### src/rtl/id_decode_stage.sv
// rtl/id_decode_stage.sv - RV32 subset instruction decode stage with single-entry ID/EX register
// Decodes {inst, pc} from fetch into EX controls and holds them behind a valid/ready handshake.
module id_decode_stage #(
  parameter int XLEN      = 32,
  parameter int ILL_CNT_W = 8
) (
  input  logic                 clk,
  input  logic                 rst,
  input  logic                 inst_valid_i,
  output logic                 inst_ready_o,
  input  logic [XLEN-1:0]      inst_i,
  input  logic [XLEN-1:0]      pc_i,
  input  logic                 flush_i,
  input  logic                 ex_ready_i,
  output logic                 ex_valid_o,
  output logic [4:0]           ALUop_o,
  output logic                 ALUSrc1_o,
  output logic                 ALUSrc2_o,
  output logic [XLEN-1:0]      Imm_o,
  output logic [XLEN-1:0]      PC_o,
  output logic [4:0]           rs1_o,
  output logic [4:0]           rs2_o,
  output logic [4:0]           rd_o,
  output logic                 RegWrite_o,
  output logic                 MemRead_o,
  output logic                 MemWrite_o,
  output logic                 Branch_o,
  output logic                 Jump_o,
  output logic                 illegal_o,
  output logic [ILL_CNT_W-1:0] ill_count_o
);

  logic [6:0]      opcode;
  logic [2:0]      funct3;
  logic [6:0]      funct7;
  logic [4:0]      rd;
  logic [XLEN-1:0] imm_i, imm_s, imm_b;
  logic [4:0]      d_aluop;
  logic            d_src1, d_src2;
  logic [XLEN-1:0] d_imm;
  logic            d_regw, d_memr, d_memw, d_br, d_jmp, d_ill;
  logic            accept;

  assign opcode = inst_i[6:0];
  assign funct3 = inst_i[14:12];
  assign funct7 = inst_i[31:25];
  assign rd     = inst_i[11:7];

  assign imm_i = {{(XLEN-12){inst_i[31]}}, inst_i[31:20]};
  assign imm_s = {{(XLEN-12){inst_i[31]}}, inst_i[31:25], inst_i[11:7]};
  assign imm_b = {{(XLEN-13){inst_i[31]}}, inst_i[31], inst_i[7], inst_i[30:25], inst_i[11:8], 1'b0};

  // Flush blocks capture, so the stage must not advertise ready while flushing.
  assign inst_ready_o = !flush_i && (!ex_valid_o || ex_ready_i);
  assign accept       = inst_valid_i && inst_ready_o;

  always_comb begin
    d_aluop = 5'b00000;
    d_src1  = 1'b0;
    d_src2  = 1'b0;
    d_imm   = '0;
    d_regw  = 1'b0;
    d_memr  = 1'b0;
    d_memw  = 1'b0;
    d_br    = 1'b0;
    d_jmp   = 1'b0;
    d_ill   = 1'b0;
    case (opcode)
      7'b0110011: begin
        d_regw = 1'b1;
        case ({funct7, funct3})
          10'b0000000_000: d_aluop = 5'b01101;
          10'b0100000_000: d_aluop = 5'b01110;
          10'b0000000_001: d_aluop = 5'b01000;
          10'b0000000_100: d_aluop = 5'b00110;
          10'b0000000_101: d_aluop = 5'b01001;
          10'b0000000_110: d_aluop = 5'b00101;
          10'b0000000_111: d_aluop = 5'b00100;
          default:         d_ill   = 1'b1;
        endcase
      end
      7'b0010011: begin
        d_aluop = 5'b01100; d_src2 = 1'b1; d_imm = imm_i; d_regw = 1'b1;
        d_ill   = (funct3 != 3'b000);
      end
      7'b0000011: begin
        d_aluop = 5'b10100; d_src2 = 1'b1; d_imm = imm_i; d_memr = 1'b1; d_regw = 1'b1;
        d_ill   = (funct3 != 3'b010);
      end
      7'b1100111: begin
        d_aluop = 5'b10100; d_src2 = 1'b1; d_imm = imm_i; d_jmp = 1'b1; d_regw = 1'b1;
        d_ill   = (funct3 != 3'b000);
      end
      7'b0100011: begin
        d_aluop = 5'b10101; d_src2 = 1'b1; d_imm = imm_s; d_memw = 1'b1;
        d_ill   = (funct3 != 3'b010);
      end
      7'b1100011: begin
        d_aluop = 5'b10001; d_src1 = 1'b1; d_src2 = 1'b1; d_imm = imm_b; d_br = 1'b1;
        d_ill   = (funct3 != 3'b000);
      end
      default: d_ill = 1'b1;
    endcase
    // Illegal encodings become a bubble for EX: no ALU work, no side effects.
    if (d_ill) begin
      d_aluop = 5'b00000;
      d_src1  = 1'b0;
      d_src2  = 1'b0;
      d_imm   = '0;
      d_regw  = 1'b0;
      d_memr  = 1'b0;
      d_memw  = 1'b0;
      d_br    = 1'b0;
      d_jmp   = 1'b0;
    end
    if (rd == 5'd0) d_regw = 1'b0;
  end

  always_ff @(posedge clk or negedge rst) begin
    if (!rst) begin
      ex_valid_o  <= 1'b0;
      ALUop_o     <= 5'b00000;
      ALUSrc1_o   <= 1'b0;
      ALUSrc2_o   <= 1'b0;
      Imm_o       <= '0;
      PC_o        <= '0;
      rs1_o       <= 5'd0;
      rs2_o       <= 5'd0;
      rd_o        <= 5'd0;
      RegWrite_o  <= 1'b0;
      MemRead_o   <= 1'b0;
      MemWrite_o  <= 1'b0;
      Branch_o    <= 1'b0;
      Jump_o      <= 1'b0;
      illegal_o   <= 1'b0;
      ill_count_o <= '0;
    end else begin
      illegal_o <= 1'b0;
      if (flush_i) begin
        ex_valid_o <= 1'b0;
      end else if (accept) begin
        ex_valid_o <= 1'b1;
        ALUop_o    <= d_aluop;
        ALUSrc1_o  <= d_src1;
        ALUSrc2_o  <= d_src2;
        Imm_o      <= d_imm;
        PC_o       <= pc_i;
        rs1_o      <= inst_i[19:15];
        rs2_o      <= inst_i[24:20];
        rd_o       <= rd;
        RegWrite_o <= d_regw;
        MemRead_o  <= d_memr;
        MemWrite_o <= d_memw;
        Branch_o   <= d_br;
        Jump_o     <= d_jmp;
        illegal_o  <= d_ill;
        if (d_ill && (ill_count_o != {ILL_CNT_W{1'b1}}))
          ill_count_o <= ill_count_o + 1'b1;
      end else if (ex_ready_i) begin
        ex_valid_o <= 1'b0;
      end
    end
  end

endmodule

### config.mk
export PLATFORM = sky130hd
export DESIGN_NAME = id_decode_stage
export DESIGN_NICKNAME = d
export VERILOG_FILES = /design/src/rtl/id_decode_stage.sv
export SDC_FILE = /design/constraint.sdc
export NUM_CORES = 1
export LEC_CHECK = 0
export CORE_ASPECT_RATIO = 0.5
export CORE_UTILIZATION = 45
export CTS_CLUSTER_DIAMETER = 200
export CTS_CLUSTER_SIZE = 10
export DETAILED_ROUTE_END_ITERATION = 12
export GPL_ROUTABILITY_DRIVEN = 0
export GPL_TIMING_DRIVEN = 0
export MAX_ROUTING_LAYER = met4
export PLACE_DENSITY = 0.86
export SLEW_MARGIN = 20
export SYNTH_ARGS = -nofsm -noshare
export SYNTH_HDL_FRONTEND = slang
export SYNTH_SLANG_ARGS = --single-unit
### constraint.sdc
create_clock -name clk -period 2.44 [get_ports clk]
set_input_delay 0.366 -clock clk [delete_from_list [all_inputs] [get_ports clk]]
set_output_delay 0.366 -clock clk [all_outputs]
set_load 0.005 [all_outputs]
# == Word-level counts from Yosys, hierarchy flattened ==
# Index checks and enable logic that the tools add are counted.
# totals
in_bits,69
elab_cells,75
reg_bits,100
out_inout_bits,102
# classes
mux,25
add_sub_neg,1
reduce_logical,19
eq_ne,14
n_bitwise,1
# ops
operator,count
$pmux W32 S3,1
$eq A10 B3 Y1 const B,4
$mux W32,1
$pmux W4 S7,1
$pmux W5 S5,1
$mux W1,19
$eq A7 B6 Y1 const B,2
$eq A7 B7 Y1 const B,2
$eq A10 B1 Y1 const B,1
$eq A10 B9 Y1 const B,1
$logic_not A10 Y1,1
$add A8 B1 Y8 const B,1
$ne A8 B8 Y1 const B,1
$eq A7 B2 Y1 const B,1
$eq A7 B5 Y1 const B,1
$reduce_or A7 Y1,1
$reduce_bool A3 Y1,2
$reduce_or A3 Y1,2
$logic_not A5 Y1,1
$mux W5,1
$reduce_or A5 Y1,1
$reduce_or A2 Y1,2
$reduce_or A4 Y1,1
$logic_and A1 B1 Y1,3
7 further kinds,8

# == Depth between registers and ports, before layout ==
# Gate-level depths: netlist (run 1).
# depth
word_depth,6
mapped_depth,7
depth_no_buf,5

# == Worst setup path before layout (run 1) ==
# Ideal clock, no wire load.
# synth_timing
kind,input -> register
startpoint,input port inst_i[13]
endpoint,register ill_count_o[1]
n_path_buf,1
t_arrival_ns,1.671
path_slack_ns,0.642
path_stages,6
setup_ns,0.128
required_time_ns,2.312
path_cell_list,buf_2 > xor2_1 > a221oi_2 > a211oi_2 > a211oi_2 > mux2_1
# synth_between
elab_chain_len,6
elab_cells_between_ends,14
classes_between,eq/ne (7); mux (2); reduce/logical (5)
# synth_lines
item,line,rtl
from (decl),11,"input logic [XLEN-1:0] inst_i,"
$eq A10 B3 Y1 (tied with other cells),71,"case ({funct7, funct3})"
$reduce_or A7 Y1 (no source line),--,
$mux W1,71,
$pmux W1 S3 *,68,case (opcode)
$logic_and A1 B1 Y1 *,157,if (d_ill && (ill_count_o != {ILL_CNT_W{1'b1}}))
$reduce_and A3 Y1 (no source line) *,--,
to (signal assigned),158,ill_count_o <= ill_count_o + 1'b1;
to (decl),30,output logic [ILL_CNT_W-1:0] ill_count_o
# Every way passes the cells marked *; elsewhere a longest branch is shown, timed or not.
# A chain may end at the register's enable or synchronous reset.

# == Final worst setup path (run 1) ==
# layout_timing
startpoint,input port inst_i[25]
endpoint,register ill_count_o[6]
# layout_between
elab_chain_len,6
elab_cells_between_ends,12
classes_between,eq/ne (6); mux (2); reduce/logical (4)
# layout_lines
item,line
$eq A10 B3 Y1 (tied with other cells),71
$reduce_or A7 Y1 (no source line) *,--
$mux W1 *,71
$pmux W1 S3 *,68
$logic_and A1 B1 Y1 *,157
$reduce_and A3 Y1 (no source line) *,--
# Marks and branches as above.

==> results by group, run 1 <==
STA
  • Clock skew: between 0.008 and 0.009 ns
  • Fin crit share: ~88%
  • Final Max Slew Viols: 0
  • Unrepaired setup endpoints after global routing: no
  • Final Setup Violations: 0
  • Rel. slew slack: between 50% and 60%
  • Worst-margin pin slew: just under 0.7 ns
  • Min Hold Slack: between 0.03 and 0.04 ns
  • Fin crit period: between 2 and 2.5 ns
  • Setup TNS: 0 ns
  • Endpoints failing hold: 0
  • Final setup margin: ~0.29 ns
  • Max Freq: 465 MHz

GRT
  • Aggregate global routing overflow: 0
  • Largest net degree at the start of global routing: 48
  • Global-route usage over all layers: between 20% and 30%
  • Initial antenna violation count: 0
  • Number of global-route vias before repair: 3358
  • First-pass GRT wire length: approximately 17000 um

Die
  • Row count: 22
  • Core footprint: roughly 7700 um^2
  • Die Span X: roughly 130 um
  • Initial Util: 48.4%
  • Ports: between 150 and 200
  • DIE AREA: between 8000 and 9000 um^2
  • Die extent in y: between 60 and 70 um

Layout
  • Layout cells sized above 1: a little under a tenth
  • # diodes: 0
  • Layout Nets: 643
  • Syn-to-layout area delta: 57.9%
  • Non-Filler Instances: 685

Synthesis
  • Post-Synth Adder-Cell Area: less than 1%
  • Number of synthesized flops with an enable pin: 0
  • #FFs+latches synth: 81
  • Post-Synth Simple-Gate Area: a little over a quarter
  • Xor/xnor share of the synthesized area: 1.89%
  • Post-synthesis cell count: roughly 400
  • Largest family of logic cells by synthesized area: simple AND/OR/NAND/NOR gates
  • Ys Warns: 0
  • Compound-Gate Fraction of Synth Area: between 8 and 9%
  • Netlist cell types: 45
  • Register area share after synthesis: a little over half
  • Post-Synthesis Cell Area: around 3700 um^2
  • Multiplexer area fraction after synthesis: less than 1%
  • Post-Syn Nets: between 400 and 500
  • Mean Syn Cell Area: about 9.4 um^2
  • Synth async-reset ratio: 100%
  • Main synth FF type: dfrtp_1

Worst setup path
  • Crit-path max cell delay: roughly 0.46 ns
  • Crit-path cells: clkdlybuf4s50_1 > nor4_2 > nand4_1 > a211oi_2 > nor3_1 > mux2_1
  • Critical Path End Type: flip-flop
  • Crit path DAT: about 2.4 ns
  • Crit-path max FO: 4
  • Critical path class: in -> reg
  • Critical-path top delay cell: nor4_2
  • Crit path max-delay family: simple AND/OR/NAND/NOR gates
  • CP bufs+invs: 1
  • WP data required: about 2.7 ns
  • Critical path launch point type: input pin

Power
  • Peak VDD IR: between 0.0004 and 0.0005 V
  • Switching portion of total power: between 20% and 30%
  • Sequential share of power: 41.9%
  • Static Leak: approximately 0.0027 uW
  • Clk pwr share: approximately 38%
  • P_sw: 951 uW
  • Power Density: around 670 nW/um^2
  • Internal: 2950 uW
  • Combinational Power Share: about a fifth

Route
  • Vias: between 3000 and 4000
  • Avg Vias per Cell: around 5
  • Antenna Violating Nets Remaining: 0
  • DRT Wirelength: approximately 10000 um
  • First-pass DRT Iterations: 5
  • Wire length per cell: between 15 and 20 um
  • DRC: 0
  • DR iter-0 viols: around 200

Clock tree
  • Clk_lat worst skew: 0.34 ns
  • Cts repair resizes: 0
  • CTS tree: done
  • H-tree depth: 3
  • Clock Path Buffers: 2
  • TritonCTS sink count: between 80 and 90
  • CTS buffer count: 9
  • Postcts setup bufs: 0
  • CTS Root Cell: clkbuf_16
  • Hold_buf cts: 0
  • Clk slew on worst S/H paths: roughly 0.06 ns

Place
  • DP Cell Count: 670
  • PortBufs: roughly 170
  • Pre-CTS WS: -0.0582 ns
  • Post-DP HPWL: 7530 um

Min path
  • Hold crit path type: in -> async

Run status
  • Status: completed

Job
  • Number of max-cap violations: 0
sequential cells by signal, summed over array words and instances (netlist names):
name,count
PC_o,32
Imm_o,13
ill_count_o,8
ALUop_o,5
rd_o,5
rs1_o,5
rs2_o,5
ALUSrc2_o,1
Branch_o,1
Jump_o,1
MemRead_o,1
MemWrite_o,1
RegWrite_o,1
ex_valid_o,1
illegal_o,1
metrics by stage:
stage | area, um^2 | power, uW | util, %
after global routing | 5850 | 4080 | 76.4
final | 5850 | 3900 | 76.4
after detailed placement | 5520 | 2440 | 72.1
after global placement | 5500 | 2410 | 71.9
after floorplan | 3700 | 1890 | -
after CTS | 5850 | 3930 | 76.4
worst paths after layout:
check / start / endpoint / slack, ns / cells after the start
setup / recovery: inst_i[25] / ill_count_o[6] / 0.29 / 6
hold / removal: rst / ill_count_o[4] / 0.04 / 1
setup reg to reg: ex_valid_o / PC_o[25] / 0.48 / 7
hold reg to reg: PC_o[16] / PC_o[16] / 0.48 / 2
max in group asynchronous: rst / Imm_o[3] / 1.81 / 2
min in group clk: inst_i[6] / Branch_o / 0.32 / 3
cells in the mapped netlist, types with 2 or more instances:
library cell	instances	area (um^2)
nor4_4	2	42.5
nor2b_1	2	12.5
nor2_1	13	48.8
nand2_1	162	608
nand2b_1	5	31.3
nand4_1	4	25.0
a22oi_1	6	45.0
nor3_1	6	30.0
a211oi_2	2	25.0
nand4b_1	2	17.5
o21ai_1	9	45.0
dfrtp_1	81	2030
or3_1	3	18.8
and3_1	2	12.5
nand3_1	5	25.0
xnor2_1	3	26.3
a21o_1	2	15.0
a21oi_1	3	15.0
buf_6	2	22.5
o21ai_0	4	20.0
buf_4	21	158
a22o_1	11	96.3
buf_2	5	25.0
clkbuf_1	12	45.0
o31ai_1	2	15.0
xor2_1	5	43.8
mux2_1	2	22.5
or4_1	2	15.0
power groups by stage:
stage / clock, uW / sequential, uW / combinational (uW)
CTS: 1500 / 1630 / 798
finish: 1480 / 1630 / 790
detailed placement: 0 / 1650 / 791
global placement: 0 / 1650 / 767
global route: 1560 / 1660 / 866
floorplan: 0 / 1650 / 233
area by class of cell:
class	instances	area, um^2
multi-input combinational	272	1420
clock buffer	13	270
inverter	1	3.75
timing repair buffer	167	1680
sequential	81	2030
buffer	41	254
tap	108	135
fill	545	1800
clock inverter	2	60.1
cell usage in the layout, fill, tap and decap left out, types with 2 or more instances in the layout:
cell type,synthesis,routed
nand2_1,162,162
nor2_1,13,13
mux2_1,2,2
o31ai_1,2,2
clkbuf_8,0,3
and3_1,2,2
nor3_1,6,6
clkdlybuf4s50_1,0,165
o21ai_0,4,4
bufinv_16,0,2
xor2_1,5,5
clkbuf_1,12,13
a211oi_2,2,2
a22oi_1,6,6
a21o_1,2,2
nand4b_1,2,2
nand3_1,5,5
or3_1,3,3
nor2b_1,2,2
nand2b_1,5,5
buf_4,21,22
nor4_4,2,2
buf_6,2,2
a21oi_1,3,3
buf_2,5,5
dfrtp_1,81,81
nand4_1,4,4
clkbuf_16,0,9
o21ai_1,9,9
xnor2_1,3,3
or4_1,2,2
a22o_1,11,11
cell families after synthesis:
group           after synthesis
mux                           3
fa+ha+maj                     1
xor+xnor                      8
buf+inv                      42
compound gates               43
flops                        81
simple gates                217
layer usage:
layer  part of all wire [%]  routed length (um)  vias up  track usage, %
met5                      0                   0        -               -
met1                     42                4400     1592            33.5
met3                    6.9                 717       25            5.74
li1                       -                   -     1646               -
met4                    2.5                 259        0            11.5
met2                     48                5000      150            42.6
(Power assumes the default switching activity.)
==> run 2, diff against run 1 <==
Settings changed: CTS_CLUSTER_DIAMETER 200 to 30.
==> results of run 2 <==
The final DEF is identical to that of run 1; final timing and power are the same.
==> run 3, diff against run 2 <==
Settings changed: RECOVER_POWER set to 25.
==> run 3 against run 2 <==
- worst hold slack improved by 0.20 ns
- combinational power fell by 0.5%
- sequential power barely moved
- total power barely moved
- clock-buffer cell count did not move
- clock skew barely moved
- first-iteration DRC count fell by 7.3%
- register-to-register slack got worse by 0.03 ns
- critical path depth rose by 1
- clock power barely moved
- worst setup slack improved by 0.0034 ns
- flip-flop and latch count did not move
- critical path type unchanged
- highest routed layer unchanged
==> results by group, run 3 (synthesized netlist as in run 1, its figures left out) <==
Run status
  • Status: completed

Place
  • Pre-CTS WS: -0.0582 ns (unchanged)
  • Post-DP HPWL: 7530 um (unchanged)
  • PortBufs: 166 (unchanged)

Job
  • Number of max-cap violations: 0 (unchanged)

STA
  • Min Hold Slack: 0.234 ns (+0.197 ns)
  • Worst-margin pin slew: 1.12 ns (+0.431 ns)
  • Clock skew: 0.00799 ns (-0.000182 ns)
  • Max Freq: 466 MHz (+0.16%)
  • Endpoints failing hold: 0 (unchanged)
  • Fin crit period: 2.14 ns (-0.00340 ns)
  • Final setup margin: 0.295 ns (+0.00340 ns)
  • Final Max Slew Viols: 0 (unchanged)
  • Unrepaired setup endpoints after global routing: no
  • Rel. slew slack: 25.6% (-28 points)
  • Fin crit share: 87.9% (-0.14 points)
  • Final Setup Violations: 0 (unchanged)

Clock tree
  • TritonCTS sink count: 81 (unchanged)
  • Postcts setup bufs: 0 (unchanged)
  • Clk_lat worst skew: 0.34 ns (about the same)
  • CTS tree: done
  • Cts repair resizes: 0 (unchanged)
  • CTS buffer count: 9 (unchanged)
  • H-tree depth: 3 (unchanged)
  • CTS Root Cell: clkbuf_16
  • Clk slew on worst S/H paths: 0.06 ns (about the same)
  • Clock Path Buffers: 2 (unchanged)
  • Hold_buf cts: 0 (unchanged)

Worst setup path
  • Critical Path End Type: flip-flop
  • Crit-path max cell delay: 0.61 ns (+0.15 ns)
  • Crit path DAT: 2.42 ns (+0.05 ns)
  • Critical path class: in -> reg
  • Critical path launch point type: input pin
  • Crit path max-delay family: simple AND/OR/NAND/NOR gates
  • Critical-path top delay cell: nor4_1
  • Crit-path cells: clkdlybuf4s50_1 > nand2b_1 > nand3_1 > clkbuf_1 > nor4_1 > nand4_1 > nand2_1
  • Crit-path max FO: 10 (+6)
  • WP data required: 2.72 ns (+0.06 ns)
  • CP bufs+invs: 2 (+1)

GRT
  • First-pass GRT wire length: 16700 um (unchanged)
  • Busiest layer in global routing: met2
  • Number of global-route vias before repair: 3358 (unchanged)
  • Met3 Use GR: 5.74% (unchanged)
  • Aggregate global routing overflow: 0 (unchanged)
  • Initial antenna violation count: 0 (unchanged)
  • Global-route usage over all layers: 26.8% (unchanged)
  • Grt met1 use: 33.5% (unchanged)
  • Largest net degree at the start of global routing: 48 (unchanged)
  • Met2 GRT Util: 42.6% (unchanged)

Route
  • DR iter-0 viols: 191 (-7.3%)
  • Vias: 3418 (+0.15%)
  • DRT Wirelength: 10400 um (-0.19%)
  • First-pass DRT Iterations: 5 (unchanged)
  • Avg Vias per Cell: 4.99 (+0.15%)
  • Wire length per cell: 15.1 um (-0.19%)
  • DRC: 0 (unchanged)
  • Antenna Violating Nets Remaining: 0 (unchanged)

Power
  • Peak VDD IR: 0.000466 V (+0.12%)
  • Static Leak: 0.00267 uW (-0.22%)
  • Power Density: 670 nW/um^2 (+0.33%)

Die
  • DIE AREA: 8620 um^2 (unchanged)
  • Initial Util: 48.4% (unchanged)
  • Die extent in y: 66.2 um (unchanged)
  • Core footprint: 7650 um^2 (unchanged)
  • Row count: 22 (unchanged)
  • Ports: 171 (unchanged)
  • Die Span X: 130 um (unchanged)

Min path
  • Hold crit path type: in -> async

Layout
  • Layout Nets: 643 (unchanged)
  • Layout cells sized above 1: 9.36% (unchanged)
  • Syn-to-layout area delta: 57.4%
  • Commonest non-fill, non-tap cells in the layout: clkdlybuf4s50_1, nand2_1, dfrtp_1
  • Fillers: 548 (+0.55%)
  • # diodes: 0 (unchanged)
  • Max FFs per register: 32 (unchanged)
  • Top Registers: PC_o x32, Imm_o x13, ill_count_o x8
  • Most common cell after layout, fill and taps aside: clkdlybuf4s50_1
  • Most flops, register: PC_o
==> run 3: worst paths after layout <==
kind,from,end,slack [ns],cells past startpoint
setup / recovery,ex_ready_i,Jump_o,0.30,7
hold / removal,rst,ill_count_o[4],0.23,1
setup reg to reg,ex_valid_o,Jump_o,0.45,6
hold reg to reg,rs1_o[1],rs1_o[1],0.48,2
max in group asynchronous,rst,Imm_o[3],0.77,2
min in group clk,inst_i[6],Branch_o,0.32,3
==> run 3: layout make-up <==
type	count	area, um^2	area share, %
sequential	81	2030	34.8
buffer	41	254	4.36
inverter	1	3.75	0.0644
clock buffer	13	270	4.64
timing repair buffer	167	1660	28.5
tap	108	135	2.32
multi-input combinational	272	1420	24.3
clock inverter	2	60.1	1.03
==> run 3: layer usage <==
metal	part of all wire, %	up-vias	wire, um
met5	0	-	0
met4	2.6	0	273
met3	6.4	25	664
met2	48	139	4980
met1	43	1608	4440
li1	-	1646	-
==> run 3: power by group <==
part	internal, uW	switching, uW
registers	1510	129
clock network	974	511
logic	471	315
total	2950	955
==> run 3: metrics by stage <==
stage	std cells	power, uW	TNS (ns)	instance area (um^2)	utilization, %
detailed placement	670	2440	-0.346	5520	72.1
CTS	685	3930	0	5850	76.4
global route	685	4080	0	5830	76.2
floorplan	395	1890	0	3700	-
global placement	669	2410	-153.57	5500	71.9
finish	685	3900	0	5830	76.2
